### config.mk
export PLATFORM = sky130hd
export DESIGN_NAME = vram_arbiter
export DESIGN_NICKNAME = d
export VERILOG_FILES = /design/src/rtl/vram_arbiter.sv
export SDC_FILE = /design/constraint.sdc
export NUM_CORES = 1
export LEC_CHECK = 0
export BUFFER_PORTS_ARGS = -buffer_cell sky130_fd_sc_hd__buf_4
export CORE_ASPECT_RATIO = 1.1
export CORE_UTILIZATION = 35
export DETAILED_ROUTE_END_ITERATION = 10
export PLACE_DENSITY = 0.69
export SLEW_MARGIN = 40
export SYNTH_ARGS = -nofsm -noshare
export SYNTH_HDL_FRONTEND = slang
export SYNTH_SLANG_ARGS = --single-unit
### constraint.sdc
create_clock -name clk -period 3.9 [get_ports clk]
set_input_delay 0.78 -clock clk [delete_from_list [all_inputs] [get_ports clk]]
set_output_delay 0.78 -clock clk [all_outputs]
set_load 0.01 [all_outputs]
### src/rtl/vram_arbiter.sv
// -----------------------------------------------------------------------------
// vram_arbiter
//
// Shares a single-port 128x128 VRAM between the display fetch path and a
// pixel writer. Display reads always win. A write is parked in a one-entry
// buffer and committed during a blanking cycle. The block also produces the
// registered pixel that feeds the colour outputs.
//
// Optional feature (macro STEAL_EN): a write that has waited MAX_WAIT-1
// display-active cycles takes the next active cycle ("steal"). That slot's
// pixel is shown as BLACK_VALUE.
//
// Ports:
//   clk          system / pixel clock
//   reset_n      asynchronous active-low reset
//   disp_active  high while H and V are both in the visible region
//   disp_addr    display read address {row, col}
//   wr_req       writer request; must stay high until accepted
//   wr_addr      write address
//   wr_data      write data
//   wr_ready     buffer empty; request accepted at this edge if wr_req=1
//   wr_done      one-cycle pulse after the write reached VRAM
//   vram_addr    VRAM address
//   vram_we      VRAM write enable
//   vram_din     VRAM write data (always the buffered data)
//   vram_dout    VRAM read data, one-cycle synchronous read latency
//   pix_data     registered pixel for the colour outputs
//   wait_cnt     cycles the pending write has waited (saturates at 255)
//   dbg_state    current FSM state (0 = IDLE, 1 = PEND)
//
// Writer handshake: a write transfers at a rising clk edge where wr_req and
// wr_ready are both high. The writer holds wr_req, wr_addr and wr_data stable
// until that edge; wr_req while wr_ready is low is ignored.
// -----------------------------------------------------------------------------
module vram_arbiter #(
    parameter int          DATA_W      = 3,
    parameter logic [13:0] BLACK_ADDR  = 14'h24F6,
    parameter int          BLACK_VALUE = 0,
    parameter int          MAX_WAIT    = 64
) (
    input  logic              clk,
    input  logic              reset_n,
    input  logic              disp_active,
    input  logic [13:0]       disp_addr,
    input  logic              wr_req,
    input  logic [13:0]       wr_addr,
    input  logic [DATA_W-1:0] wr_data,
    output logic              wr_ready,
    output logic              wr_done,
    output logic [13:0]       vram_addr,
    output logic              vram_we,
    output logic [DATA_W-1:0] vram_din,
    input  logic [DATA_W-1:0] vram_dout,
    output logic [DATA_W-1:0] pix_data,
    output logic [7:0]        wait_cnt,
    output logic              dbg_state
);

    localparam logic [DATA_W-1:0] BLACK_PIX = DATA_W'(BLACK_VALUE);
    localparam logic [7:0]        WAIT_LAST = 8'(MAX_WAIT - 1);

    typedef enum logic {
        IDLE = 1'b0,
        PEND = 1'b1
    } state_t;

    state_t            state_q;
    logic [13:0]       h_addr_q;
    logic [DATA_W-1:0] h_data_q;
    logic              wr_done_q;
    logic [7:0]        wait_cnt_q;
    logic              rd_valid_q;
    logic [DATA_W-1:0] pix_data_q;

    logic              steal;
    logic              commit;
    logic [7:0]        wait_cnt_d;

`ifdef STEAL_EN
    // The pending write has already waited MAX_WAIT-1 active cycles; this
    // active cycle goes to the writer instead of the display.
    assign steal = (state_q == PEND) && disp_active && (wait_cnt_q == WAIT_LAST);
`else
    // Without stealing, blanking is the only commit opportunity.
    logic unused_wait_last;
    assign unused_wait_last = ^WAIT_LAST;
    assign steal = 1'b0;
`endif

    assign commit = (state_q == PEND) && (!disp_active || steal);

    // Saturating increment of the wait counter.
    assign wait_cnt_d = (wait_cnt_q == 8'hFF) ? wait_cnt_q : wait_cnt_q + 8'd1;

    // VRAM port mux. Reset forces the idle address so the macro sees no
    // activity while the arbiter is held in reset.
    always_comb begin
        vram_we   = 1'b0;
        vram_addr = BLACK_ADDR;
        if (reset_n) begin
            if (commit) begin
                vram_we   = 1'b1;
                vram_addr = h_addr_q;
            end else if (disp_active) begin
                vram_addr = disp_addr;
            end
        end
    end

    assign vram_din  = h_data_q;
    assign wr_ready  = (state_q == IDLE);
    assign wr_done   = wr_done_q;
    assign wait_cnt  = wait_cnt_q;
    assign pix_data  = pix_data_q;
    assign dbg_state = state_q;

    always_ff @(posedge clk or negedge reset_n) begin
        if (!reset_n) begin
            state_q    <= IDLE;
            h_addr_q   <= '0;
            h_data_q   <= '0;
            wr_done_q  <= 1'b0;
            wait_cnt_q <= '0;
            rd_valid_q <= 1'b0;
            pix_data_q <= BLACK_PIX;
        end else begin
            wr_done_q  <= 1'b0;
            // A stolen slot carries no display data.
            rd_valid_q <= disp_active && !steal;
            pix_data_q <= rd_valid_q ? vram_dout : BLACK_PIX;

            case (state_q)
                IDLE: begin
                    wait_cnt_q <= '0;
                    if (wr_req) begin
                        h_addr_q <= wr_addr;
                        h_data_q <= wr_data;
                        state_q  <= PEND;
                    end
                end
                PEND: begin
                    if (commit) begin
                        wr_done_q  <= 1'b1;
                        wait_cnt_q <= '0;
                        state_q    <= IDLE;
                    end else begin
                        // Staying in PEND implies an active display cycle.
                        wait_cnt_q <= wait_cnt_d;
                    end
                end
                default: state_q <= IDLE;
            endcase
        end
    end

endmodule

==> run_results.csv <==
group,metric,value,unit
outcome,outcome,"complete, no violations",
synthesis,synthDistinctLibCells,28,
synthesis,synth-simple-area-share,14.2,%
sta,min_period_over_period,67.2,%
clocking,post_cts_buffers,0,
global_route,grt_pass1_vias,1193,
sta,tightest_slew,0.601,ns
critical_path,crit_arrival,1.84,ns
clocking,cts.clk_slew.worst_paths,0.06,ns
sta,hold_viol,0,
floorplanning,initial_core_util,37.0,%
clocking,cts-root-buf,"clkbuf_8",
synthesis,syn_inst,128,
synthesis,synth_xor_area_share,0,%
routing,vias_per_cell,4.89,
routing,ant_nets,0,
final_layout,layout-drive-gt1-share,48.0,%
final_layout,antenna_cells,0,
sta,setup-violations-final,0,
placement,hpwlAfterDp,2410,µm
power_and_ir_drop,p_total,861,µW
routing,drt-total-wl,3280,µm
floorplanning,die_y,70.1,µm
final_layout,num-nets-final,236,
critical_path,end_kind,"output pin",
worst_hold_path,hp-class,"primary input to async pin",
critical_path,crit_slowest_cell,"nand2b_1",
power_and_ir_drop,internal_power,648,µW
routing,dr.pass1.iters,4,
floorplanning,fp.coreArea,3990,µm²
clocking,cts_made_buffers,5,
power_and_ir_drop,switching_share,24.7,%
synthesis,yosysSeqAreaShare,52.5,%
critical_path,cp_common_cell,"buf_4",
clocking,htreeDepth,2,
flow_run,drv_cap,0,
clocking,postCtsHoldBufs,0,
sta,rsz0062_at_grt,"false",
sta,final.min_clock_period,2.62,ns
placement,io_buffers,69,
clocking,clockBufferDepth,2,
power_and_ir_drop,switchingPower,213,µW
synthesis,synthAdderAreaFrac,0.847,%
synthesis,synth_mux_area_share,15.9,%
routing,dr_total_vias,1223,
critical_path,reg2reg_slack,2.38,ns
power_and_ir_drop,pwr-share-clk,31.3,%
routing,routedWlPerCell,13.1,µm
clocking,clk_latency,0.28,ns
global_route,grt_start_max_net_pins,47,
routing,route.detailed.drc,0,
power_and_ir_drop,p_seq_share,46.3,%
synthesis,synth_area_per_cell,11.5,µm²
synthesis,ys_seq_elements,31,
floorplanning,io_pins,70,
global_route,antenna_found_initial,0,
power_and_ir_drop,pwr-share-comb,22.4,%
sta,clock.fmax,382,MHz
power_and_ir_drop,power_leakage,0.00105,µW
synthesis,synth-edff-count,0,
sta,slew_headroom,59.9,%
placement,gp_congestion,0.834,
clocking,cts_tree,"built",
global_route,grt_pass1_wl,5440,µm
routing,drt_iter0_drc,71,
power_and_ir_drop,vdd_drop_max,219,µV
synthesis,yosys_warnings,0,
sta,fin_skew,0.00469,ns
synthesis,synth-compound-area-share,12.4,%
critical_path,cp_cell_sequence,"buf_4 -> nand2b_1 -> inv_2 -> a22oi_1 -> nor2b_1 -> buf_4",
final_layout,area_growth,43.5,%
critical_path,worst_path_largest_cell_delay,0.34,ns
clocking,post_cts_resized,0,
critical_path,cp-start-kind,"primary input",
critical_path,rr_worst_depth,2,
synthesis,synth_ff_type,"dfrtp_1",
critical_path,path_class,"primary input to output pin",
final_layout,final_cell_mix,"buf_4, dfrtp_1, nand2_1, mux2_4",
synthesis,synth_area,1480,µm²
sta,setup_tns,0,ns
synthesis,synth_top_family_by_area,"multiplexers",
critical_path,cp.required,3.12,ns
floorplanning,fp-row-count,24,
floorplanning,die_w,63.9,µm
global_route,grt_usage,16.2,%
final_layout,final_common_cell,"buf_4",
floorplanning,die_area,4480,µm²
power_and_ir_drop,pwr_density_cell,406,nW/µm²
clocking,cts.sink_count,31,
sta,drv_slew,0,
critical_path,worstPathMaxFanout,12,
synthesis,synth.net_count,167,
synthesis,synth_async_sr_flop_share,100,%
global_route,overflow,0,
==> critical path: cells and delay by family <==
family	cells	cell delay (ns)
AOI/OAI and AO/OA	1	0.20
buffers and inverters	3	0.45
and+or+nand+nor	2	0.41
==> state kept, by name (all words and copies together) (netlist names) <==
name        cells
wr_done         1
dbg_state       1
h_addr_q       14
pix_data        3
rd_valid_q      1
vram_din        3
wait_cnt        8
==> power by group through the flow <==
stage	Sequential (µW)	Combinational [µW]	Clock (µW)
6_report	398	193	269
5_1_grt	405	209	297
4_1_cts	399	196	280
3_5_place_dp	403	195	0
3_3_place_gp	403	191	0
2_1_floorplan	401	107	0
==> kinds of logic after synthesis <==
group                      after synthesis
and+or+nand+nor                         40
buffers and inverters                   10
muxes                                   18
DFF                                     31
AOI/OAI and AO/OA                       28
adders and majority gates                1
==> Yosys cell counts (all sizes together), types with 2 or more instances <==
master,instances,area (µm²)
dfrtp,31,776
mux2,17,225
nand2,11,41.3
o22ai,8,50.1
nor2b,7,43.8
a22oi,6,45.0
buf,6,45.0
nand3,6,30.0
and2,5,31.3
a21oi,4,20.0
a31oi,4,25.0
nor3,4,20.0
and3,3,18.8
inv,3,11.3
a21o,2,15.0
nand2b,2,12.5
o21ai,2,10.0
==> per-stage QoR <==
stage                     util [%]  instances  cell area (µm²)  worst slack (ns)  hold slack [ns]
after floorplan                  -        128             1480              1.70            0.459
after global placement        50.4        242             2010              1.32            0.473
after detailed placement      50.5        242             2020              1.27            0.473
after CTS                     53.0        250             2120              1.27            0.479
after global routing          53.0        250             2120              1.18            0.507
final                         53.0        250             2120              1.28            0.469
==> layout make-up <==
class	instances	area (µm²)
Fill cell	385	1880
Sequential cell	31	776
Tap cell	52	65.1
Inverter	3	11.3
Clock buffer	8	100
Timing Repair Buffer	69	518
Multi-Input combinational cell	87	648
==> final timing paths <==
kind / start / end
min in group clk: rd_valid_q / pix_data[2]
setup / recovery: disp_active / vram_addr[12]
setup reg to reg: dbg_state / h_addr_q[13]
hold / removal: reset_n / pix_data[1]
max in group asynchronous: reset_n / wait_cnt[5]
hold reg to reg: rd_valid_q / pix_data[2]
==> per-layer routing <==
metal  share of wire [%]  vias up  GRT usage [%]
li1                    -      598              -
met1                  43      565           20.0
met2                  46       53           24.1
met3                 9.5        7           7.19
met4                 1.9        0           7.58
met5                   0        -              0
Note: power is estimated with default switching activity, not from simulation.
